`src/rtl/sqrt_seq_pipe.sv`:
```
// -----------------------------------------------------------------------------
// sqrt_seq_pipe
// Sequential fixed-point square root, one result bit per clock, restoring
// digit recurrence (compare/subtract only). The radicand is the integer input
// scaled by 2^(2*FRAC_W), so the root carries FRAC_W fractional bits.
//
// Ports
//   clk          in   1        clock, all state on rising edge
//   rst_n        in   1        asynchronous active-low reset
//   i_in_valid   in   1        radicand offered
//   o_in_ready   out  1        unit can accept a radicand (IDLE)
//   i_in         in   IN_W     unsigned radicand
//   o_out_valid  out  1        result available (DONE)
//   i_out_ready  in   1        downstream accepts result
//   o_out        out  OUT_W    root, FRAC_W fractional bits (rounded if ROUND=1)
//   o_out_rem    out  OUT_W+1  (i_in << 2*FRAC_W) - truncated_root^2
// -----------------------------------------------------------------------------
module sqrt_seq_pipe #(
    parameter int IN_W   = 8,
    parameter int FRAC_W = 8,
    parameter int ROUND  = 0,
    localparam int RAD_W = IN_W + 2 * FRAC_W,
    localparam int OUT_W = (RAD_W + 1) / 2,
    localparam int CNT_W = $clog2(OUT_W + 1)
) (
    input  logic             clk,
    input  logic             rst_n,
    input  logic             i_in_valid,
    output logic             o_in_ready,
    input  logic [IN_W-1:0]  i_in,
    output logic             o_out_valid,
    input  logic             i_out_ready,
    output logic [OUT_W-1:0] o_out,
    output logic [OUT_W:0]   o_out_rem
);

    // Radicand width rounded up to even so two bits can be consumed per step.
    localparam int PAD_W = 2 * OUT_W;

    if (IN_W < 2 || FRAC_W < 0) begin : g_bad_param
        $error("sqrt_seq_pipe: IN_W must be >= 2 and FRAC_W >= 0");
    end

    typedef enum logic [1:0] {
        S_IDLE = 2'd0,
        S_CALC = 2'd1,
        S_DONE = 2'd2
    } state_t;

    state_t             r_state;
    state_t             w_state_nxt;
    logic [PAD_W-1:0]   r_rad;
    logic [OUT_W-1:0]   r_root;
    logic [OUT_W+1:0]   r_rem;
    logic [CNT_W-1:0]   r_cnt;
    logic [OUT_W-1:0]   r_out;
    logic [OUT_W:0]     r_out_rem;
    logic               r_in_ready;
    logic               r_out_valid;

    logic               w_accept;
    logic [PAD_W-1:0]   w_rad_load;
    logic [OUT_W+1:0]   w_t;
    logic [OUT_W+1:0]   w_q;
    logic               w_ge;
    logic [OUT_W+1:0]   w_rem_nxt;
    logic [OUT_W-1:0]   w_root_nxt;
    logic               w_rnd_up;
    logic [OUT_W-1:0]   w_out_fin;

    assign w_accept   = i_in_valid & r_in_ready;
    // Zero-extend to the even working width, then apply the fractional scaling.
    assign w_rad_load = PAD_W'(i_in) << (2 * FRAC_W);

    // One recurrence step: bring down two radicand bits, try subtracting 4*root+1.
    // The previous remainder never exceeds OUT_W bits, so the shift loses nothing.
    assign w_t        = (r_rem << 2) | {OUT_W'(0), r_rad[PAD_W-1 -: 2]};
    assign w_q        = {r_root, 2'b01};
    assign w_ge       = (w_t >= w_q);
    assign w_rem_nxt  = w_ge ? (w_t - w_q) : w_t;
    assign w_root_nxt = (r_root << 1) | OUT_W'(w_ge);

    // rem > root  <=>  radicand >= (root + 0.5)^2, i.e. nearest is root+1.
    assign w_rnd_up   = (ROUND != 0) && (w_rem_nxt > {2'b00, w_root_nxt});
    assign w_out_fin  = !w_rnd_up       ? w_root_nxt :
                        (&w_root_nxt)   ? {OUT_W{1'b1}} :
                                          (w_root_nxt + OUT_W'(1));

    // Next-state logic for the IDLE -> CALC -> DONE -> IDLE sequence.
    always_comb begin
        w_state_nxt = r_state;
        case (r_state)
            S_IDLE: begin
                if (w_accept) begin
                    w_state_nxt = S_CALC;
                end else begin
                    w_state_nxt = S_IDLE;
                end
            end
            S_CALC: begin
                if (r_cnt == CNT_W'(0)) begin
                    w_state_nxt = S_DONE;
                end else begin
                    w_state_nxt = S_CALC;
                end
            end
            S_DONE: begin
                if (r_out_valid && i_out_ready) begin
                    w_state_nxt = S_IDLE;
                end else begin
                    w_state_nxt = S_DONE;
                end
            end
            default: begin
                w_state_nxt = S_IDLE;
            end
        endcase
    end

    // State register plus handshake flags registered from the next state.
    always_ff @(posedge clk or negedge rst_n) begin
        if (!rst_n) begin
            r_state     <= S_IDLE;
            r_in_ready  <= 1'b1;
            r_out_valid <= 1'b0;
        end else begin
            r_state     <= w_state_nxt;
            r_in_ready  <= (w_state_nxt == S_IDLE);
            r_out_valid <= (w_state_nxt == S_DONE);
        end
    end

    // Datapath: load on accept, iterate in CALC, capture result on the last step.
    always_ff @(posedge clk or negedge rst_n) begin
        if (!rst_n) begin
            r_rad     <= '0;
            r_root    <= '0;
            r_rem     <= '0;
            r_cnt     <= '0;
            r_out     <= '0;
            r_out_rem <= '0;
        end else begin
            case (r_state)
                S_IDLE: begin
                    if (w_accept) begin
                        r_rad  <= w_rad_load;
                        r_root <= '0;
                        r_rem  <= '0;
                        r_cnt  <= CNT_W'(OUT_W - 1);
                    end
                end
                S_CALC: begin
                    r_rad  <= r_rad << 2;
                    r_root <= w_root_nxt;
                    r_rem  <= w_rem_nxt;
                    if (r_cnt == CNT_W'(0)) begin
                        r_out     <= w_out_fin;
                        r_out_rem <= w_rem_nxt[OUT_W:0];
                    end else begin
                        r_cnt <= r_cnt - CNT_W'(1);
                    end
                end
                default: begin
                    r_cnt <= r_cnt;
                end
            endcase
        end
    end

    assign o_in_ready  = r_in_ready;
    assign o_out_valid = r_out_valid;
    assign o_out       = r_out;
    assign o_out_rem   = r_out_rem;

endmodule

```
`config.mk`:
```
export PLATFORM = sky130hd
export DESIGN_NAME = sqrt_seq_pipe
export DESIGN_NICKNAME = d
export VERILOG_FILES = /design/src/rtl/sqrt_seq_pipe.sv
export SDC_FILE = /design/constraint.sdc
export NUM_CORES = 1
export LEC_CHECK = 0
export BUFFER_PORTS_ARGS = -buffer_cell sky130_fd_sc_hd__clkbuf_2
export CAP_MARGIN = 20
export CORE_MARGIN = 5
export CORE_UTILIZATION = 55
export DETAILED_ROUTE_END_ITERATION = 8
export GPL_ROUTABILITY_DRIVEN = 0
export PLACE_DENSITY_LB_ADDON = 0.25
export SYNTH_ARGS = -nofsm -noshare
export SYNTH_HDL_FRONTEND = slang
export SYNTH_SLANG_ARGS = --single-unit
```
`constraint.sdc`:
```
create_clock -name clk -period 6.1 [get_ports clk]
set_input_delay 1.83 -clock clk [delete_from_list [all_inputs] [get_ports clk]]
set_output_delay 1.83 -clock clk [all_outputs]
set_load 0.02 [all_outputs]
```
### Word-level counts from Yosys, hierarchy flattened

Cells that the tools add are included.

| cells by class | value |
|---|---|
| $add $sub $neg | 2 |
| magnitude comparators | 1 |
| eq/ne operators | 5 |
| muxes and demuxes | 14 |
| bitwise gates (word level) | 3 |
| reductions and logical operators | 8 |

Operators with widths:

| kind | count |
|---|---|
| 12-bit case mux with 2 select lines | 2 |
| 24-bit case mux with 2 select lines | 1 |
| 12-bit two-way mux | 2 |
| 24-bit two-way mux | 1 |
| 14-bit greater-or-equal comparator | 1 |
| 14-bit by 2-bit OR with 14-bit output | 1 |
| 13-bit two-way mux | 1 |
| 13-bit subtractor | 1 |
| 12-bit by 1-bit OR with 12-bit output | 1 |
| 4-bit two-way mux | 2 |
| 4-bit case mux with 2 select lines | 1 |
| 2-bit case mux with 3 select lines | 1 |
| 2-bit == test, second input constant | 2 |
| 2-bit zero test | 2 |
| 4-bit zero test | 1 |
| 2-bit two-way mux | 2 |
| 2-bit != test, second input constant | 2 |
| 2-bit AND reduction | 2 |
| 4-bit by 1-bit subtractor with 4-bit output, second input constant | 1 |
| 3-bit AND reduction | 1 |
| 2-bit by 1-bit == test with 1-bit output, second input constant | 1 |
| 2-bit nonzero test | 1 |
| 1-bit bitwise AND | 1 |
| 1-bit logical AND | 1 |
| 1-bit two-way mux | 1 |

| word-level totals | value |
|---|---|
| register bits after elaboration | 81 |
| word-level logic and storage cells | 42 |

### Longest topological paths before layout

Gate-level depths: netlist of run 1.

| depth | value |
|---|---|
| depth after elaboration | 4 |
| mapped depth | 11 |
| gate-level depth less buffers | 8 |

### Least setup slack after synthesis of run 1

OpenSTA, ideal clock, no wires.

| path | value |
|---|---|
| kind | input port to flip-flop |
| start point | in i_in_valid |
| end point | reg r_rem[2] |
| arrival time | 2.553 ns |
| path slack | 3.470 ns |
| stages | 5 |
| path buffers | 1 |
| cells stage by stage | and3_1 -> nor2_1 -> clkbuf_1 -> nand2_1 -> o21ai_1 |

| between the ends | value |
|---|---|
| cells in the longest elaborated chain, start to end | 3 |

Ends and longest elaborated chain:

| what | line | RTL |
|---|---|---|
| start: declaration | 28 | `input logic i_in_valid,` |
| 1-bit bitwise AND | 71 | `assign w_accept = i_in_valid & r_in_ready;` |
| 2-bit != test (no line) | -- |  |
| 2-bit AND reduction (no line) | -- |  |
| end signal: assignment | 155 | `r_rem <= w_rem_nxt;` |
| end: declaration | 54 | `logic [OUT_W+1:0] r_rem;` |

Every way passes these cells.
A chain may end at the register's enable or synchronous reset.

### Final worst setup path of run 1

| path | value |
|---|---|
| start point | in i_in_valid |
| end point | reg r_rem[8] |

Same word-level chain as after synthesis.

==> results.py, run 1 <==
metrics = {
    "detailed_routing": {
        "drt_pre_antenna_iters": 5,
        "postRouteAntennaNets": 0,
        "viasPerCell": 5.65,
        "wire_per_inst_um": 15.6,
        "wl_um": 7490,
        "route.detailed.drc": 0,
        "vias": 2718,
        "first_iter_violations": 195,
    },
    "timing": {
        "timing.max_slew.rel_slack_pct": 32.0,
        "tns_ns": 0,
        "fmax_mhz": 332,
        "skew_ns": 0.00714,
        "timing.final.max_slew_violations": 0,
        "period_share_pct": 49.4,
        "finalSetupViolations": 0,
        "hold_viol_final": 0,
        "worst_pin_slew_ns": 1.02,
        "period_minus_slack_ns": 3.01,
        "rsz0062_at_grt": "false",
    },
    "setup_path": {
        "worstSetupEndpointType": "flip-flop",
        "path_class": "input port to flip-flop",
        "required_ns": 6.33,
        "r2r.worst_path.cells": 8,
        "crit_path_start_kind": "input port",
        "cp_max_fo": 22,
        "r2r_end": "o_out_rem[7]$_DFFE_PN0P_",
        "worstPathArrival_ns": 3.24,
        "r2r_start": "r_root[7]$_DFFE_PN0P_",
        "crit_path_start": "i_in_valid",
        "r2r_setup_slack_ns": 3.21,
        "crit_end": "r_rem[8]$_DFFE_PN0P_",
    },
    "floorplanning": {
        "die_w_um": 88.5,
        "core_area_um2": 5960,
        "die_h_um": 88.5,
        "initial_utilization_pct": 56.9,
        "ios": 39,
        "fp.dieArea_um2": 7830,
        "rows": 28,
    },
    "cells_and_area": {
        "fin_util_pct": 63.8,
        "fillCellCount": 516,
        "drive_gt1_share_pct": 15.5,
        "multiInputGateArea_um2": 1610,
        "antennaDiodeCount": 0,
        "layout.nets": 429,
        "synthToLayoutAreaGrowth_pct": 12.2,
        "regArea_um2": 1630,
    },
    "placement": {
        "io_buffers": 38,
        "dp_hpwl_um": 5290,
    },
    "synth": {
        "yosysWarningCount": 0,
        "yosys.area.top_type_share_pct": 47.3,
        "synth_async_sr_flop_share_pct": 100,
        "avgSynthCellArea_um2": 9.20,
        "synth-seq-cells": 65,
        "synthMuxAreaShare_pct": 3.14,
        "synthAdderAreaFrac_pct": 5.91,
        "ys_seq_area_share_pct": 48.1,
        "synth_xor_area_share_pct": 2.33,
        "synth_cells": 368,
        "synth-edff-count": 0,
        "synth_top_family_by_area": "compound AO/OA/AOI/OAI gates",
        "synth_fp_nets": 396,
        "synth.largest_area_cell": "dfrtp_1",
        "dominantRegCellSynth": "dfrtp_1",
        "ys_types": 53,
        "synthSimpleGateAreaFrac_pct": 17.7,
        "synth_area_leaders": "dfrtp_1 (47%), nand2_1 (6.3%), ha_1 (5.9%)",
        "syn_area_um2": 3390,
        "synth-compound-area-share_pct": 18.5,
    },
    "clock_network": {
        "clock_sinks": 65,
        "htree_levels": 3,
        "cts_resized": 0,
        "cts_setup_buffers": 0,
        "root_buffer": "clkbuf_8",
        "ctsHoldBuffers": 0,
        "clk_pin_slew_worst_paths_ns": 0.07,
        "clock_latency_ns": 0.34,
        "cts_buffers": 9,
        "cts_tree": "yes",
        "clockBufferDepth": 2,
    },
    "global_route": {
        "grt_overflow": 0,
        "grt_busiest_layer": "met2",
        "grtUsageTotal_pct": 21.2,
        "grt_pass1_wl_um": 12800,
        "grt_pass1_vias": 2721,
        "antenna_found_initial": 0,
        "grt_max_degree": 66,
        "met2_usage_pct": 34.5,
        "grtUsageMet1_pct": 27.8,
        "met3_usage_pct": 5.12,
    },
    "min_path": {
        "hold_path.class": "flip-flop to flip-flop",
    },
    "outcome": {
        "status": "finished, final reports clean",
    },
    "job": {
        "max_cap_violations": 0,
    },
}
-- area by class of cell --
type                    instances  area share, %
clock buffers                  13           3.92
clock inverters                 3           1.05
inverters                      18           1.78
multi-input cells             266           42.4
flip-flops and latches         65           42.8
well taps                      75           2.47
repair buffers                 41           5.60
-- sequential cells by signal, indices dropped and copies added (netlist names) --
name	count
o_out_rem	13
o_in_ready	1
o_out	12
r_rem	12
r_state	2
r_cnt	4
o_out_valid	1
r_rad	8
r_root	12
-- worst max-delay path: stages --
cell and delay [ns]:
clkbuf_2 0.09, nand3_1 0.64, and3_1 0.46, a31oi_1 0.13, o21ai_1 0.09
-- how the worst min path moves through the flow --
stage / start / to / depth (start not counted)
4_1_cts: r_root[0]$_DFFE_PN0P_ / r_root[0]$_DFFE_PN0P_ / 2
3_3_place_gp: r_root[0]$_DFFE_PN0P_ / r_root[0]$_DFFE_PN0P_ / 2
6_report: o_out[4]$_DFFE_PN0P_ / o_out[4]$_DFFE_PN0P_ / 2
2_1_floorplan: r_root[0]$_DFFE_PN0P_ / r_root[0]$_DFFE_PN0P_ / 2
3_5_place_dp: r_root[0]$_DFFE_PN0P_ / r_root[0]$_DFFE_PN0P_ / 2
5_1_grt: r_rad[20]$_DFFE_PN0P_ / r_rad[20]$_DFFE_PN0P_ / 2
-- placed cells by master, fill, tap and decap left out, types with 2 or more instances in the layout --
cell type / count
clkinv_2: 2
nand3_1: 21
nor2_1: 24
nand3b_1: 2
mux2i_1: 8
clkbuf_2: 38
a21oi_1: 11
clkbuf_1: 3
o21ai_0: 27
o211ai_1: 5
and3_1: 3
o21ai_2: 2
nand2_1: 57
a211oi_1: 3
a2bb2oi_1: 2
ha_1: 16
inv_1: 18
o31ai_1: 2
buf_4: 3
a21o_1: 3
nand2b_1: 7
o21ai_1: 19
nor3_1: 8
nand4_1: 2
a22oi_1: 6
o311ai_0: 2
o311a_1: 2
clkbuf_8: 10
o21a_1: 4
xnor2_1: 4
dfrtp_1: 64
xor2_1: 5
-- synthesized netlist by cell type, types with 2 or more instances --
master,count
nand4_1,2
o21ai_2,2
and3_1,3
o21ai_0,27
buf_2,2
nor3_1,8
o31ai_1,2
nand3b_1,2
clkbuf_1,15
o311ai_0,2
nand2_1,57
o21ai_1,19
ha_1,16
a22oi_1,6
nand3_1,21
inv_1,18
nor2_1,24
o211ai_1,5
o21a_1,4
nand2b_1,7
a211oi_1,3
o311a_1,2
xnor2_1,4
mux2i_1,8
a21oi_1,11
a2bb2oi_1,2
dfrtp_1,64
a21o_1,3
xor2_1,5
-- per-stage QoR --
step	setup slack (ns)	instance area [um^2]	hold slack [ns]	std cells
global placement	2.79	3610	0.460	465
finish	3.09	3800	0.478	481
floorplan	3.47	3390	0.446	368
global route	2.97	3800	0.497	481
CTS	3.09	3800	0.484	481
detailed placement	2.74	3610	0.468	465
-- cell families after synthesis --
logic type | Yosys count
fa+ha+maj | 16
compound gates | 99
mux | 10
flops | 65
buf+inv | 37
xor+xnor | 9
simple gates | 132
-- layer usage --
metal | wire length (um) | share of wire (%)
met1 | 3470 | 46
met5 | 0 | 0
met4 | 123 | 1.6
met3 | 367 | 4.9
met2 | 3520 | 47
Power of run 1 is left out: the tool's default activity adds up to more than one toggle a clock period on the data nets, which glitch-free logic cannot reach.
==> inputs of run 2 (changes only) <==
--- a/config.mk
+++ b/config.mk
@@ -8,7 +8,7 @@
 export BUFFER_PORTS_ARGS = -buffer_cell sky130_fd_sc_hd__clkbuf_2
 export CAP_MARGIN = 20
 export CORE_MARGIN = 5
-export CORE_UTILIZATION = 55
+export CORE_UTILIZATION = 53
 export DETAILED_ROUTE_END_ITERATION = 8
 export GPL_ROUTABILITY_DRIVEN = 0
 export PLACE_DENSITY_LB_ADDON = 0.25
==> constraint.sdc (replaced) <==
create_clock -name clk -period 2.4 [get_ports clk]
set_input_delay 0.72 -clock clk [delete_from_list [all_inputs] [get_ports clk]]
set_output_delay 0.72 -clock clk [all_outputs]
set_load 0.02 [all_outputs]
==> results.py, run 2 (same netlist as run 1, synthesis figures left out) <==
metrics = {
    "cells_and_area": {
        "synthToLayoutAreaGrowth_pct": 19.1,
        "final_cell_mix": "dfrtp_1 (64), nand2_1 (57), clkbuf_2 (38), buf_4 (28), o21ai_0 (27)",
        "multiInputGateArea_um2": 1660,
        "fillCellCount": 547,
        "final_common_cell": "dfrtp_1",
        "largest_register_ffs": 13,
        "antennaDiodeCount": 0,
        "layout.nets": 455,
        "fin_util_pct": 64.2,
        "instances_no_fill": 509,
        "drive_gt1_share_pct": 23.6,
        "regArea_um2": 1630,
    },
    "setup_path": {
        "cp_max_fo": 4,
        "worstPathArrival_ns": 2.62,
        "crit_path_start_kind": "flip-flop",
        "worstSetupEndpointType": "flip-flop",
        "required_ns": 2.68,
        "path_class": "flip-flop to flip-flop",
    },
    "placement": {
        "io_buffers": 38,
        "place_ws_ns": 0.0546,
        "dp_hpwl_um": 5950,
        "dpl.cell_count": 491,
    },
    "global_route": {
        "grt_max_degree": 47,
        "grtUsageTotal_pct": 20.3,
        "grt_overflow": 0,
        "grt_pass1_vias": 2851,
        "grt_pass1_wl_um": 13400,
        "antenna_found_initial": 0,
    },
    "detailed_routing": {
        "vias": 2791,
        "m1WireLength_um": 3640,
        "wl_um": 7890,
        "wire_per_inst_um": 15.5,
        "viasPerCell": 5.48,
        "route.detailed.drc": 0,
        "route.met2.wl_um": 3780,
        "wl_met3_um": 374,
        "top_layer": "met4",
        "postRouteAntennaNets": 0,
        "drt_pre_antenna_iters": 4,
        "first_iter_violations": 187,
    },
    "timing": {
        "fmax_mhz": 427,
        "skew_ns": 0.0102,
        "timing.final.max_slew_violations": 0,
        "finalSetupViolations": 0,
        "hold_viol_final": 0,
        "worst_slack_ns": 0.0595,
        "worst_pin_slew_ns": 0.876,
        "timing.max_slew.rel_slack_pct": 41.4,
        "period_minus_slack_ns": 2.34,
        "period_share_pct": 97.5,
    },
    "clock_network": {
        "clock_sinks": 65,
        "cts_buffers": 9,
        "clockBufferDepth": 2,
        "htree_levels": 3,
        "clock_latency_ns": 0.35,
        "cts_tree": "yes",
        "ctsHoldBuffers": 0,
        "root_buffer": "clkbuf_8",
        "clk_pin_slew_worst_paths_ns": 0.08,
    },
    "min_path": {
        "hold_path.class": "input port to asynchronous set/reset pin",
    },
    "outcome": {
        "status": "finished, final reports clean",
    },
    "floorplanning": {
        "initial_utilization_pct": 54.0,
        "ios": 39,
        "core_area_um2": 6280,
        "fp.dieArea_um2": 8090,
        "die_h_um": 89.9,
        "die_w_um": 89.9,
        "rows": 29,
    },
    "job": {
        "max_cap_violations": 0,
    },
}
-- run 2: through the flow --
stage / hold slack [ns] / TNS, ns / instance area [um^2]
2_1_floorplan: 0.424 / 0 / 3390
3_3_place_gp: 0.460 / 0 / 3810
3_5_place_dp: 0.471 / 0 / 3810
4_1_cts: 0.338 / 0 / 3970
5_1_grt: 0.352 / -0.165 / 4030
6_report: 0.323 / 0 / 4030
-- run 2: area by class of cell --
| class | instances | area share (%) |
|---|---|---|
| Inverter | 18 | 1.68 |
| Timing Repair Buffer | 67 | 10.4 |
| Multi-Input combinational cell | 266 | 41.1 |
| Sequential cell | 65 | 40.4 |
| Clock inverter | 5 | 0.807 |
| Tap cell | 77 | 2.39 |
| Clock buffer | 11 | 3.26 |
-- run 2: routing by layer --
metal	global-route usage, %	vias to the layer above
met5	0	-
met4	6.95	0
met3	5.76	9
met2	32.4	58
met1	26.7	1315
li1	-	1409
-- run 2: worst max-delay path, cell delays in order, from the launching register on --
cell	delay [ns]
dfrtp_1	0.41
ha_1	0.32
buf_4	0.15
nand4_1	0.10
nor2_1	0.07
o21a_1	0.21
or3_4	0.41
buf_4	0.18
mux2_4	0.31
o21ai_2	0.10
-- run 2: timing repair --
item / CTS / global route
gates resized for setup: 0 / 13
setup buffers: 0 / 2
setup endpoints to repair: 0 / 14
-- run 2: path summary, 6_finish.rpt --
path / endpoint / slack [ns] / cells after the start / start
worst max-delay path: r_rem[1]$_DFFE_PN0P_ / 0.06 / 9 / r_rem[2]$_DFFE_PN0P_
max in group asynchronous: o_in_ready$_DFF_PN1_ / 1.41 / 2 / rst_n
min in group clk: o_out[10]$_DFFE_PN0P_ / 0.48 / 2 / o_out[10]$_DFFE_PN0P_
worst min-delay path: o_out[10]$_DFFE_PN0P_ / 0.32 / 1 / rst_n
worst min register to register: o_out[10]$_DFFE_PN0P_ / 0.48 / 2 / o_out[10]$_DFFE_PN0P_
worst max register to register: r_rem[1]$_DFFE_PN0P_ / 0.06 / 9 / r_rem[2]$_DFFE_PN0P_
Power of run 2 is left out for the same reason.
==> inputs of run 3 (changes only) <==
--- a/config.mk
+++ b/config.mk
@@ -5,6 +5,7 @@
 export SDC_FILE = /design/constraint.sdc
 export NUM_CORES = 1
 export LEC_CHECK = 0
+export ABC_AREA = 1
 export BUFFER_PORTS_ARGS = -buffer_cell sky130_fd_sc_hd__clkbuf_2
 export CAP_MARGIN = 20
 export CORE_MARGIN = 5
==> results.py, run 3 <==
metrics = {
    "placement": {
        "io_buffers": 38,
        "dp_hpwl_um": 5790,
    },
    "clock_network": {
        "cts_buffers": 9,
        "ctsHoldBuffers": 0,
        "cts_setup_buffers": 0,
        "clock_sinks": 65,
        "clk_pin_slew_worst_paths_ns": 0.07,
        "cts_tree": "yes",
        "clockBufferDepth": 2,
        "cts_resized": 0,
        "htree_levels": 3,
        "clock_latency_ns": 0.34,
        "root_buffer": "clkbuf_8",
    },
    "timing": {
        "tns_ns": 0,
        "period_minus_slack_ns": 2.27,
        "finalSetupViolations": 0,
        "timing.final.max_slew_violations": 0,
        "hold_viol_final": 0,
        "rsz0062_at_grt": "false",
        "period_share_pct": 94.6,
        "skew_ns": 0.00973,
        "fmax_mhz": 440,
        "worst_pin_slew_ns": 0.366,
        "timing.max_slew.rel_slack_pct": 75.5,
    },
    "synth": {
        "synth_fp_nets": 470,
        "yosys-top-cells-count": "nand2_1 (141), inv_1 (66), dfrtp_1 (64)",
        "synth_async_sr_flop_share_pct": 100,
        "synth-seq-cells": 65,
        "syn_area_um2": 3610,
        "yosysWarningCount": 0,
        "synth-edff-count": 0,
        "synth.largest_area_cell": "dfrtp_1",
        "yosys.area.top_type_share_pct": 44.4,
        "avgSynthCellArea_um2": 8.16,
        "dominantRegCellSynth": "dfrtp_1",
        "yosysMostFrequentCell": "nand2_1",
        "synth_area_leaders": "dfrtp_1 (44%), nand2_1 (15%), inv_1 (6.9%)",
        "ys_seq_area_share_pct": 45.1,
        "ys_types": 32,
        "synth_cells": 442,
    },
    "floorplanning": {
        "core_area_um2": 6720,
        "rows": 30,
        "die_w_um": 92.5,
        "ios": 39,
        "fp.dieArea_um2": 8550,
        "die_h_um": 92.5,
        "initial_utilization_pct": 53.7,
    },
    "cells_and_area": {
        "layout.nets": 515,
        "drive_gt1_share_pct": 20.1,
        "synthToLayoutAreaGrowth_pct": 13.0,
        "final_common_cell": "nand2_1",
        "largest_register_ffs": 13,
        "final_cell_mix": "nand2_1 (141), inv_1 (66), dfrtp_1 (64), clkbuf_2 (38), nand3_1 (33)",
        "antennaDiodeCount": 0,
    },
    "min_path": {
        "hold_path.class": "input port to asynchronous set/reset pin",
    },
    "detailed_routing": {
        "viasPerCell": 5.24,
        "postRouteAntennaNets": 0,
        "wl_um": 7750,
        "drt_pre_antenna_iters": 5,
        "first_iter_violations": 161,
        "vias": 2996,
        "route.detailed.drc": 0,
        "wire_per_inst_um": 13.5,
    },
    "setup_path": {
        "worstSetupEndpointType": "flip-flop",
        "cp_cell_sequence": "inv_1 -> ha_1 -> nand2_2 -> inv_1 -> nand2_1 -> nand2_1 -> a21oi_4 -> nand3_4 -> inv_4 -> nand2_1 -> nand3_1 -> nand2_1",
        "cpMostUsedCell": "nand2_1",
        "slowest_delay_ns": 0.36,
        "cp_max_fo": 14,
        "worstPathArrival_ns": 2.50,
        "path_class": "flip-flop to flip-flop",
        "crit_path_start_kind": "flip-flop",
        "cpMaxStageDelayCell": "dfrtp_1",
        "required_ns": 2.63,
    },
    "outcome": {
        "status": "finished, final reports clean",
    },
    "global_route": {
        "grt_pass1_vias": 3046,
        "grt_max_degree": 66,
        "grt_overflow": 0,
        "grt_pass1_wl_um": 14100,
        "grtUsageTotal_pct": 20.7,
        "antenna_found_initial": 0,
    },
    "job": {
        "max_cap_violations": 0,
    },
}
## run 3: changes by cell type after synthesis, sizes merged, moves of 7 or more
cell	delta
clkbuf	-12
inv	+53
mux2i	-8
nand2	+96
nand2b	-7
nand3	+22
nand4	+12
nor2	-9
nor3	-9
o21ai	-25
o22ai	+12
## run 3: layout make-up
type                            instances  area (um^2)
Sequential cell                        65         1630
Inverter                               71          269
Timing Repair Buffer                   44          248
Clock buffer                           13          149
Clock inverter                          3         42.5
Fill cell                             597         2640
Multi-Input combinational cell        296         1640
Tap cell                               80          100
## run 3: path summary, 6_finish.rpt
| check | from | end | slack (ns) | depth (start not counted) |
|---|---|---|---|---|
| worst min register to register | o_out[3]$_DFFE_PN0P_ | o_out[3]$_DFFE_PN0P_ | 0.48 | 2 |
| max in group asynchronous | rst_n | o_in_ready$_DFF_PN1_ | 1.71 | 2 |
| worst max register to register | r_root[10]$_DFFE_PN0P_ | o_out_rem[7]$_DFFE_PN0P_ | 0.13 | 12 |
| min in group clk | o_out[3]$_DFFE_PN0P_ | o_out[3]$_DFFE_PN0P_ | 0.48 | 2 |
| worst min-delay path | rst_n | o_out[1]$_DFFE_PN0P_ | 0.39 | 2 |
| worst max-delay path | r_root[10]$_DFFE_PN0P_ | o_out_rem[7]$_DFFE_PN0P_ | 0.13 | 12 |
## run 3: routing by layer
metal,track usage [%],vias up,wire (um)
met1,27.6,1376,3620
li1,-,1504,-
met2,32.0,97,3440
met3,4.63,19,463
met5,0,-,0
met4,9.41,0,215
## run 3: logic make-up after synthesis
| group | after synthesis | share of synthesized area [%] |
|---|---|---|
| DFF | 65 | 45.1 |
| adders and majority gates | 16 | 5.55 |
| and+or+nand+nor | 228 | 30.4 |
| AOI/OAI and AO/OA | 47 | 8.29 |
| xor gates and xnor gates | 5 | 1.21 |
| buffers and inverters | 81 | 9.40 |
## run 3: critical path: cells and delay by family (launching register included)
family / cells / cell delay, ns
and+or+nand+nor: 7 / 0.88
buffers and inverters: 3 / 0.40
DFF: 1 / 0.36
adders and majority gates: 1 / 0.28
AOI/OAI and AO/OA: 1 / 0.24
## run 3: metrics by stage
stage	hold slack, ns	utilization (%)	cells	setup WS (ns)	cell area [um^2]
finish	0.393	60.7	572	0.129	4080
global route	0.409	60.7	572	0.0281	4080
CTS	0.391	60.7	572	0.128	4080
detailed placement	0.464	57.8	556	0.182	3880
global placement	0.464	57.8	556	0.253	3880
floorplan	0.424	-	442	0.648	3610
Power of run 3 is left out for the same reason.
